===== config.mk =====
export PLATFORM = sky130hd
export DESIGN_NAME = iv_bus_ctrl
export DESIGN_NICKNAME = d
export VERILOG_FILES = /design/src/rtl/iv_bus_ctrl.sv
export SDC_FILE = /design/constraint.sdc
export NUM_CORES = 1
export LEC_CHECK = 0
export BUFFER_PORTS_ARGS = -buffer_cell sky130_fd_sc_hd__buf_2
export CORE_ASPECT_RATIO = 1.75
export CORE_MARGIN = 2
export CORE_UTILIZATION = 52
export CTS_CLUSTER_SIZE = 24
export DETAILED_ROUTE_END_ITERATION = 7
export PLACE_DENSITY = 0.74
export SETUP_SLACK_MARGIN = 0.1
export SKIP_LAST_GASP = 1
export SYNTH_ARGS = -nofsm -noshare
export SYNTH_HDL_FRONTEND = slang
export SYNTH_SLANG_ARGS = --single-unit

===== constraint.sdc =====
create_clock -name clk -period 4.7 [get_ports clk]
set_clock_uncertainty 0.15 [all_clocks]
set_input_delay 0.235 -clock clk [delete_from_list [all_inputs] [get_ports clk]]
set_output_delay 0.235 -clock clk [all_outputs]
set_load 0.02 [all_outputs]

===== src/rtl/iv_bus_ctrl.sv =====
// ---------------------------------------------------------------------------
// iv_bus_ctrl -- IV-bus controller for the S8x305 core.
//
// Decodes SC/WC bank cycles from the core, keeps one latched I/O address per
// bank (left/right), posts writes into a small FIFO and serves reads from a
// per-bank prefetched data register. All peripheral traffic goes through one
// ready/valid command port; queued writes always win over pending fetches.
//
// Optional feature macro: IVC_AUTO_INC_EN
//   defined   -> each WC cycle on a bank post-increments that bank's address
//   undefined -> a bank address changes only on SC
//
// Parameters
//   FIFO_DEPTH  posted-write FIFO entries (power of two, >= 2)
//   RESET_ADDR  reset value of both bank address registers
//
// Ports
//   clk        core oscillator clock
//   reset      asynchronous, active-low reset
//   mclk       core MCLK; its rising edge is the bus sample point
//   sc, wc     select-command / write-command (active high)
//   lb, rb     left / right bank enables (active low)
//   iv_in      IV pins in (pin = ~bitreverse(data))
//   iv_out     IV pin drive value, iv_oe its drive enable
//   cmd_*      peripheral command port (valid/ready, we, {bank,addr}, wdata)
//   rsp_valid  single-cycle read data strobe, rsp_data its data
//   ovf        sticky: a posted write was dropped on a full FIFO
//   busy       writes queued, or a fetch pending / in flight
// ---------------------------------------------------------------------------
module iv_bus_ctrl #(
  parameter int         FIFO_DEPTH = 4,
  parameter logic [7:0] RESET_ADDR = 8'h00
) (
  input  logic       clk,
  input  logic       reset,
  input  logic       mclk,
  input  logic       sc,
  input  logic       wc,
  input  logic       lb,
  input  logic       rb,
  input  logic [7:0] iv_in,
  output logic [7:0] iv_out,
  output logic       iv_oe,
  output logic       cmd_valid,
  input  logic       cmd_ready,
  output logic       cmd_we,
  output logic [8:0] cmd_addr,
  output logic [7:0] cmd_wdata,
  input  logic       rsp_valid,
  input  logic [7:0] rsp_data,
  output logic       ovf,
  output logic       busy
);

  localparam int AW = $clog2(FIFO_DEPTH);

`ifdef IVC_AUTO_INC_EN
  localparam logic AUTO_INC = 1'b1;
`else
  localparam logic AUTO_INC = 1'b0;
`endif

  typedef enum logic [1:0] {IDLE, WR, RD_REQ, RD_WAIT} state_t;

  typedef struct packed {
    logic       bank;   // 1 = right
    logic [7:0] addr;
    logic [7:0] data;
  } wr_entry_t;

  // The IV pins carry data bit-reversed and inverted.
  function automatic logic [7:0] bitrev8(input logic [7:0] v);
    logic [7:0] r;
    for (int i = 0; i < 8; i++) r[i] = v[7-i];
    return r;
  endfunction

  // -------------------------------------------------------------------------
  // Bus event decode
  // -------------------------------------------------------------------------
  logic       mclk_q;
  logic       bus_ev;
  logic [7:0] d;
  logic       sel_l, sel_r;
  logic       sc_l, sc_r, wc_l, wc_r, hit_l, hit_r;

  // NOTE: sequential state uses non-blocking (<=) so every flop samples
  // pre-edge values; blocking here would create order-dependent races.
  always_ff @(posedge clk or negedge reset) begin
    if (!reset) mclk_q <= 1'b0;
    else        mclk_q <= mclk;
  end

  assign bus_ev = mclk & ~mclk_q;
  assign d      = ~bitrev8(iv_in);
  assign sel_l  = ~lb;
  assign sel_r  = ~rb;
  assign sc_l   = bus_ev & sc & sel_l;
  assign sc_r   = bus_ev & sc & sel_r;
  assign wc_l   = bus_ev & wc & sel_l;
  assign wc_r   = bus_ev & wc & sel_r;
  assign hit_l  = sc_l | wc_l;
  assign hit_r  = sc_r | wc_r;

  // -------------------------------------------------------------------------
  // Posted-write FIFO (up to two pushes per cycle when both banks selected)
  // -------------------------------------------------------------------------
  state_t          state, next_state;
  wr_entry_t       fifo_mem [FIFO_DEPTH];
  wr_entry_t       head;
  logic [AW-1:0]   wr_ptr, rd_ptr;
  logic [AW:0]     count;
  logic [AW+1:0]   free_slots;
  logic            pop, acc_l, acc_r, drop;
  logic [7:0]      addr_l, addr_r;

  assign pop        = (state == WR) & cmd_ready;
  // A pop in the same cycle frees its slot first, so a push at full fits.
  assign free_slots = (AW+2)'(FIFO_DEPTH) - {1'b0, count} + {{(AW+1){1'b0}}, pop};
  assign acc_l      = wc_l & (free_slots != '0);
  // Left is pushed before right, so right needs one more free slot if left took one.
  assign acc_r      = wc_r & (free_slots > {{(AW+1){1'b0}}, acc_l});
  assign drop       = (wc_l & ~acc_l) | (wc_r & ~acc_r);
  assign head       = fifo_mem[rd_ptr];

  always_ff @(posedge clk or negedge reset) begin
    if (!reset) begin
      wr_ptr <= '0;
      rd_ptr <= '0;
      count  <= '0;
      ovf    <= 1'b0;
    end else begin
      wr_ptr <= wr_ptr + AW'(acc_l) + AW'(acc_r);
      rd_ptr <= rd_ptr + AW'(pop);
      count  <= count + (AW+1)'(acc_l) + (AW+1)'(acc_r) - (AW+1)'(pop);
      if (drop) ovf <= 1'b1;
    end
  end

  // NOTE: the FIFO storage is not reset; the pointers and count define which
  // entries are live, so resetting the array would only add reset fan-out.
  always_ff @(posedge clk) begin
    if (acc_l) fifo_mem[wr_ptr] <= wr_entry_t'{bank: 1'b0, addr: addr_l, data: d};
    if (acc_r) fifo_mem[wr_ptr + AW'(acc_l)] <= wr_entry_t'{bank: 1'b1, addr: addr_r, data: d};
  end

  // -------------------------------------------------------------------------
  // Per-bank address, prefetch data, valid and pending flags
  // -------------------------------------------------------------------------
  logic [7:0] rd_l, rd_r;
  logic       valid_l, valid_r, pend_l, pend_r;
  logic       start_rd, start_bank;
  logic       cur_bank;
  logic [7:0] req_addr;
  logic       rsp_take;

  assign rsp_take = (state == RD_WAIT) & rsp_valid;

  // pend_b is dropped when the fetch is launched (address captured), so any
  // bus event on that bank from the launch cycle onwards re-arms pend_b and
  // keeps the returning data from being marked valid.
  always_ff @(posedge clk or negedge reset) begin
    if (!reset) begin
      addr_l  <= RESET_ADDR;
      addr_r  <= RESET_ADDR;
      rd_l    <= 8'h00;
      rd_r    <= 8'h00;
      valid_l <= 1'b0;
      valid_r <= 1'b0;
      pend_l  <= 1'b0;
      pend_r  <= 1'b0;
    end else begin
      if (sc_l)                 addr_l <= d;
      else if (wc_l && AUTO_INC) addr_l <= addr_l + 8'd1;
      if (sc_r)                 addr_r <= d;
      else if (wc_r && AUTO_INC) addr_r <= addr_r + 8'd1;

      if (rsp_take && !cur_bank) begin
        rd_l    <= rsp_data;
        valid_l <= ~pend_l;
      end
      if (rsp_take && cur_bank) begin
        rd_r    <= rsp_data;
        valid_r <= ~pend_r;
      end

      if (start_rd && !start_bank) pend_l <= 1'b0;
      if (start_rd &&  start_bank) pend_r <= 1'b0;

      // A bus event on the bank always wins: invalidate and refetch.
      if (hit_l) begin
        valid_l <= 1'b0;
        pend_l  <= 1'b1;
      end
      if (hit_r) begin
        valid_r <= 1'b0;
        pend_r  <= 1'b1;
      end
    end
  end

  // -------------------------------------------------------------------------
  // Peripheral port FSM
  // -------------------------------------------------------------------------
  always_ff @(posedge clk or negedge reset) begin
    if (!reset) begin
      state    <= IDLE;
      cur_bank <= 1'b0;
      req_addr <= 8'h00;
    end else begin
      state <= next_state;
      if (start_rd) begin
        cur_bank <= start_bank;
        req_addr <= start_bank ? addr_r : addr_l;
      end
    end
  end

  // NOTE: every output of this block gets a default first, so no path
  // leaves a variable unassigned and no latch is inferred.
  always_comb begin
    next_state = state;
    start_rd   = 1'b0;
    start_bank = 1'b0;
    cmd_valid  = 1'b0;
    cmd_we     = 1'b0;
    cmd_addr   = 9'h000;
    cmd_wdata  = 8'h00;
    unique case (state)
      IDLE: begin
        if (count != '0) begin
          next_state = WR;
        end else if (pend_l) begin
          next_state = RD_REQ;
          start_rd   = 1'b1;
        end else if (pend_r) begin
          next_state = RD_REQ;
          start_rd   = 1'b1;
          start_bank = 1'b1;
        end
      end
      WR: begin
        cmd_valid = 1'b1;
        cmd_we    = 1'b1;
        cmd_addr  = {head.bank, head.addr};
        cmd_wdata = head.data;
        if (cmd_ready) next_state = IDLE;
      end
      RD_REQ: begin
        cmd_valid = 1'b1;
        cmd_addr  = {cur_bank, req_addr};
        if (cmd_ready) next_state = RD_WAIT;
      end
      RD_WAIT: begin
        if (rsp_valid) next_state = IDLE;
      end
      default: next_state = IDLE;
    endcase
  end

  assign busy = (count != '0) | pend_l | pend_r | (state != IDLE);

  // -------------------------------------------------------------------------
  // Read drive onto the IV pins
  // -------------------------------------------------------------------------
  logic [7:0] rd_sel;

  assign rd_sel = sel_l ? (valid_l ? rd_l : 8'hFF) : (valid_r ? rd_r : 8'hFF);
  assign iv_out = ~bitrev8(rd_sel);
  assign iv_oe  = (sel_l ^ sel_r) & ~sc & ~wc;

endmodule


* Word-level counts from Yosys, hierarchy flattened *
Memories as Yosys holds them, arrays and structs flattened.
Index checks and enable logic that the tools add are counted.

storage, ports and cells
  input port bits = 25
  memories kept = 1
  RAM bits = 68
  output and inout bits = 30
  register bits = 56

memory list
  memory    words  bits a word  read ports  clocked after memory_dff  write ports  RTL line  text
  fifo_mem  4      17           1           0                         2            109       wr_entry_t fifo_mem [FIFO_DEPTH];

operators by class
  $lt $le $gt $ge = 1
  mux-type cells = 34
  add/sub/neg operators = 8
  bitwise gates (word level) = 33
  reduce and logical (&&, ||, !) cells = 16
  equality and inequality tests = 7

operator list
  cell                                                                   count
  8-bit two-way mux                                                      5
  1-bit two-way mux                                                      21
  9-bit one-hot mux with 2 select lines                                  1
  8-bit inverter                                                         2
  1-bit AND                                                              15
  2-bit two-way mux                                                      6
  2-bit nonzero test                                                     5
  1-bit inverter                                                         9
  2-bit one-hot mux with 4 select lines                                  1
  2-bit by 1-bit adder with 2-bit output                                 3
  3-bit by 1-bit adder with 3-bit output                                 2
  2-bit != test, second input constant                                   3
  1-bit OR                                                               6
  4-bit by 1-bit adder with 4-bit output                                 1
  2-bit equality test, second input constant                             2
  4-bit by 1-bit greater-than comparator with 1-bit output               1
  1-bit logical AND                                                      4
  4-bit != test, second input constant                                   1
  4-bit AND reduction                                                    1
  4-bit nonzero test                                                     1
  3-bit by 3-bit subtractor with 4-bit output, first input constant      1
  3-bit nonzero test                                                     1
  3-bit by 1-bit subtractor with 3-bit output                            1
  2-bit by 1-bit equality test with 1-bit output, second input constant  1
  other kinds (4)                                                        5

* Longest topological paths before layout *
  word-level depth = 10
  gate-level depth with buffers = 19
  mapped depth without buffers = 14

* Worst setup path after synthesis *
No wires, ideal clock.

  path kind = register -> register
  start point = reg state[1]
  end point = mem fifo_mem[0][0] (netlist bit), enable pin
  library setup time = 0.372 ns
  data required time = 4.178 ns
  slack = -0.004 ns
  data arrival time = 4.182 ns
  stages on the path, launching flop included = 19
  clock period less this slack = 4.704 ns
  path buffers = 5
  path through = dfrtp_1 inv_1 ha_1 clkbuf_1 clkbuf_1 nand2_1 ha_1 inv_1 ha_1 nor2_1 o211ai_1 clkbuf_1 nand2_1 inv_1 ha_1 or4_1 buf_6 buf_6 nand2_1

RTL lines
  what                    RTL line  text
  from (decl)             108       state_t state, next_state;
  from (signal assigned)  211       state <= next_state;
  to (decl)               109

==> impl_metrics.csv <==
group,metric,value,unit
drt,routed_via_density,6.03,
sta,min_period,3.86,ns
cells_and_area,syn2layout_area_growth,19.5,%
place,place_area,6370,µm²
drt,wl,14.3,mm
critical_path,cp-end-kind,"flop",
cells_and_area,fillCellCount,829,
cells_and_area,final_layout_size_suffix_gt1_share,24.2,%
die,rows,51,
drt,drc,0,
clocking,cts.clk_slew.worst_paths,0.05,ns
worst_hold_path,hp-class,"in2reg",
synthesis,netlist_instances,475,
sta,tightest_slew,1.13,ns
clocking,cts_resized,0,
clocking,clock-root-buffer,"clkbuf_16",
drt,initialDrtViolationCount,232,
critical_path,critPathKind,"reg2reg",
global_routing,grt_use_total,24.0,%
synthesis,syn_area,5990,µm²
drt,vias,4182,
critical_path,crit_arrival,3.74,ns
cells_and_area,final_area,7160,µm²
global_routing,grt_pass1_vias,4339,
power_and_ir_drop,p_leak,3.14,nW
synthesis,synth_flop_cell,"edfxtp_1",
power_and_ir_drop,peakVddDrop,0.351,mV
drt,firstDrtPassIters,6,
global_routing,grt_max_degree,57,
synthesis,ys_types,44,
die,num_io_pins,55,
clocking,clk_path_buf_depth,2,
clocking,htreeDepth,4,
die,core_area,11200,µm²
global_routing,overflow,0,
drt,antenna_left,0,
sta,hold_viol_final,0,
cells_and_area,regArea,3400,µm²
die,initial_core_util,53.6,%
drt,routedWlPerCell,20.6,µm
job,drv_cap,0,
clocking,cts_tree,"yes",
place,gp_congestion,0.808,
critical_path,crit_path_max_fanout,18,
critical_path,rrSetupSlack,0.84,ns
die,die_y,146,µm
clocking,clk_latency,0.42,ns
die,dieArea,12400,µm²
critical_path,required,4.59,ns
sta,fin_crit_sh,82.0,%
place,dpl.hpwl,9.79,mm
sta,relSlewSlack,24.5,%
synthesis,synth_nets,513,
critical_path,worst_setup_path_start_kind,"flop",
cells_and_area,multiInputGateArea,2380,µm²
synthesis,ys_seq_elements,124,
clocking,cts_buffers,17,
synthesis,yosysSeqAreaShare,56.8,%
die,die_w,85.1,µm
cells_and_area,antennaDiodeCount,0,
sta,rsz0062_at_grt,"no",
synthesis,synth_edf_count,64,
global_routing,grt_pass1_wl,22.6,mm
clocking,clock-sinks,124,
sta,drv_slew,0,
place,port_buffers,54,
synthesis,syn_avg_cell_area,12.6,µm²
power_and_ir_drop,p_per_area,579,nW/µm²
cells_and_area,fin_nets,587,
synthesis,synthArstFlopShare,45.2,%
status,status,"finished, final reports clean",
sta,setup_violations,0,
sta,max_freq,259,MHz
sta,tns,0,ns
synthesis,yosysWarnings,0,
global_routing,antenna_found_initial,0,
-- Yosys cell counts (all sizes together), types with 2 or more instances --
library cell  number  area (µm²)
dfrtp             56        1400
mux2              16         180
or4                2        15.0
a21oi             51         255
clkbuf            18        67.6
fa                 2        40.0
o22ai              8        50.1
edfxtp            64        1920
nand3             34         170
a21bo              4        40.0
a22oi              9        67.6
nand4bb            2        22.5
nor2b              9        56.3
and2               8        50.1
xnor2              3        26.3
mux2i             42         420
nand4              2        12.5
nor3               4        25.0
inv               20        75.1
xor2               3        26.3
nor3b              2        25.0
nand2             22        82.6
dfxtp              4        80.1
ha                11         138
mux4              17         383
nor2              27         101
nand3b             2        15.0
buf                8        65.1
o21ai             12        60.1
o221ai             2        17.5
-- report_power, final --
part           leakage (nW)  internal, mW  switching (mW)
Combinational          1.59         0.535           0.642
Clock                 0.292         0.875           0.464
Sequential             1.25          1.39           0.239
-- layout by cell type (no fill, tap or decap), types with 2 or more instances in the layout --
cell type / count
edfxtp_1: 64
dfrtp_1: 56
buf_2: 54
a21oi_1: 51
mux2i_1: 42
nand3_1: 34
nor2_1: 27
nand2_1: 20
inv_1: 20
dlygate4sd3_1: 18
mux4_2: 17
clkbuf_16: 17
mux2_2: 16
o21ai_0: 11
ha_1: 11
a22oi_1: 9
nor2b_1: 9
buf_4: 9
and2_1: 8
o22ai_1: 8
a21bo_2: 4
dfxtp_1: 4
xor2_1: 3
xnor2_1: 3
nor3_1: 3
bufinv_16: 3
clkinvlp_4: 3
clkbuf_8: 3
nand4bb_1: 2
o221ai_1: 2
nand4_1: 2
nor3b_2: 2
or4_1: 2
nand2_2: 2
nand3b_1: 2
fa_1: 2
clkinv_4: 2
clkinv_2: 2
clkbuf_1: 2
-- registers in the layout, indices dropped and copies added (netlist names) --
register  flops
rd_r          8
rd_l          8
cur_bank      1
rd_ptr        2
valid_r       1
pend_r        1
state         2
addr_r        8
fifo_mem     68
addr_l        8
ovf           1
pend_l        1
valid_l       1
wr_ptr        2
req_addr      8
mclk_q        1
count         3
-- metrics by stage --
step           power, mW  utilization (%)  instances  hold WS, ns  setup WS, ns
2_1_floorplan       2.44                -        475       -0.211         0.160
3_3_place_gp        2.76             57.0        644        0.258          1.11
3_5_place_dp        2.81             57.0        644        0.260         0.956
4_1_cts             4.17             64.1        694        0.115         0.870
5_1_grt             4.35             64.1        694        0.137         0.664
6_report            4.14             64.1        694        0.133         0.845
-- cell families (layout without fill, tap and decap cells) --
logic type / Yosys count / count (layout) / share of synthesized area [%]
flip-flops: 124 / 124 / 56.8
multiplexers: 75 / 75 / 16.4
AND/OR/NAND/NOR: 120 / 120 / 10.6
buffers and inverters: 46 / 133 / 3.47
AO/OA/AOI/OAI: 91 / 91 / 8.90
adder cells (fa/ha/maj): 13 / 13 / 2.97
XOR/XNOR: 6 / 6 / 0.877
-- worst paths after layout --
kind                            depth (start not counted)               to      start
max in group asynchronous                               3      req_addr[0]      reset
worst max register to register                         15  fifo_mem[1][12]   state[1]
worst min-delay path                                    3         state[0]  cmd_ready
worst max-delay path                                   15  fifo_mem[1][12]   state[1]
min in group asynchronous                               3          rd_r[1]      reset
worst min register to register                          1              ovf        ovf
-- what timing repair did --
item / in CTS / in global routing
endpoints found under the hold margin: 89 / 0
hold buffers: 18 / 0
buffers inserted: 0 / 0
-- cell type report --
class | instances | share of cell area, %
flip-flops and latches | 124 | 47.5
multi-input cells | 305 | 33.3
repair buffers | 81 | 7.23
clock buffers | 22 | 6.62
well taps | 132 | 2.31
clock inverters | 10 | 1.96
inverters | 20 | 1.05
-- layer usage --
layer / vias up / GRT usage [%] / part of all wire (%)
met5: - / 0 / 0
met4: 0 / 9.60 / 2.7
met3: 26 / 5.28 / 5.3
met2: 159 / 43.9 / 56
met1: 2079 / 26.4 / 36
li1: 1918 / - / -
-- critical path, stage by stage, from the launching register on --
cell,delay (ns)
dfrtp_1,0.39
inv_1,0.11
ha_1,0.17
nand2_1,0.10
ha_1,0.21
inv_1,0.06
ha_1,0.15
and4b_1,0.26
o211ai_1,0.12
nand2_1,0.12
inv_1,0.05
ha_1,0.22
xnor2_1,0.30
nand4_1,0.15
buf_4,0.29
nand2_1,0.60
Note: power is estimated with default switching activity, not from simulation.
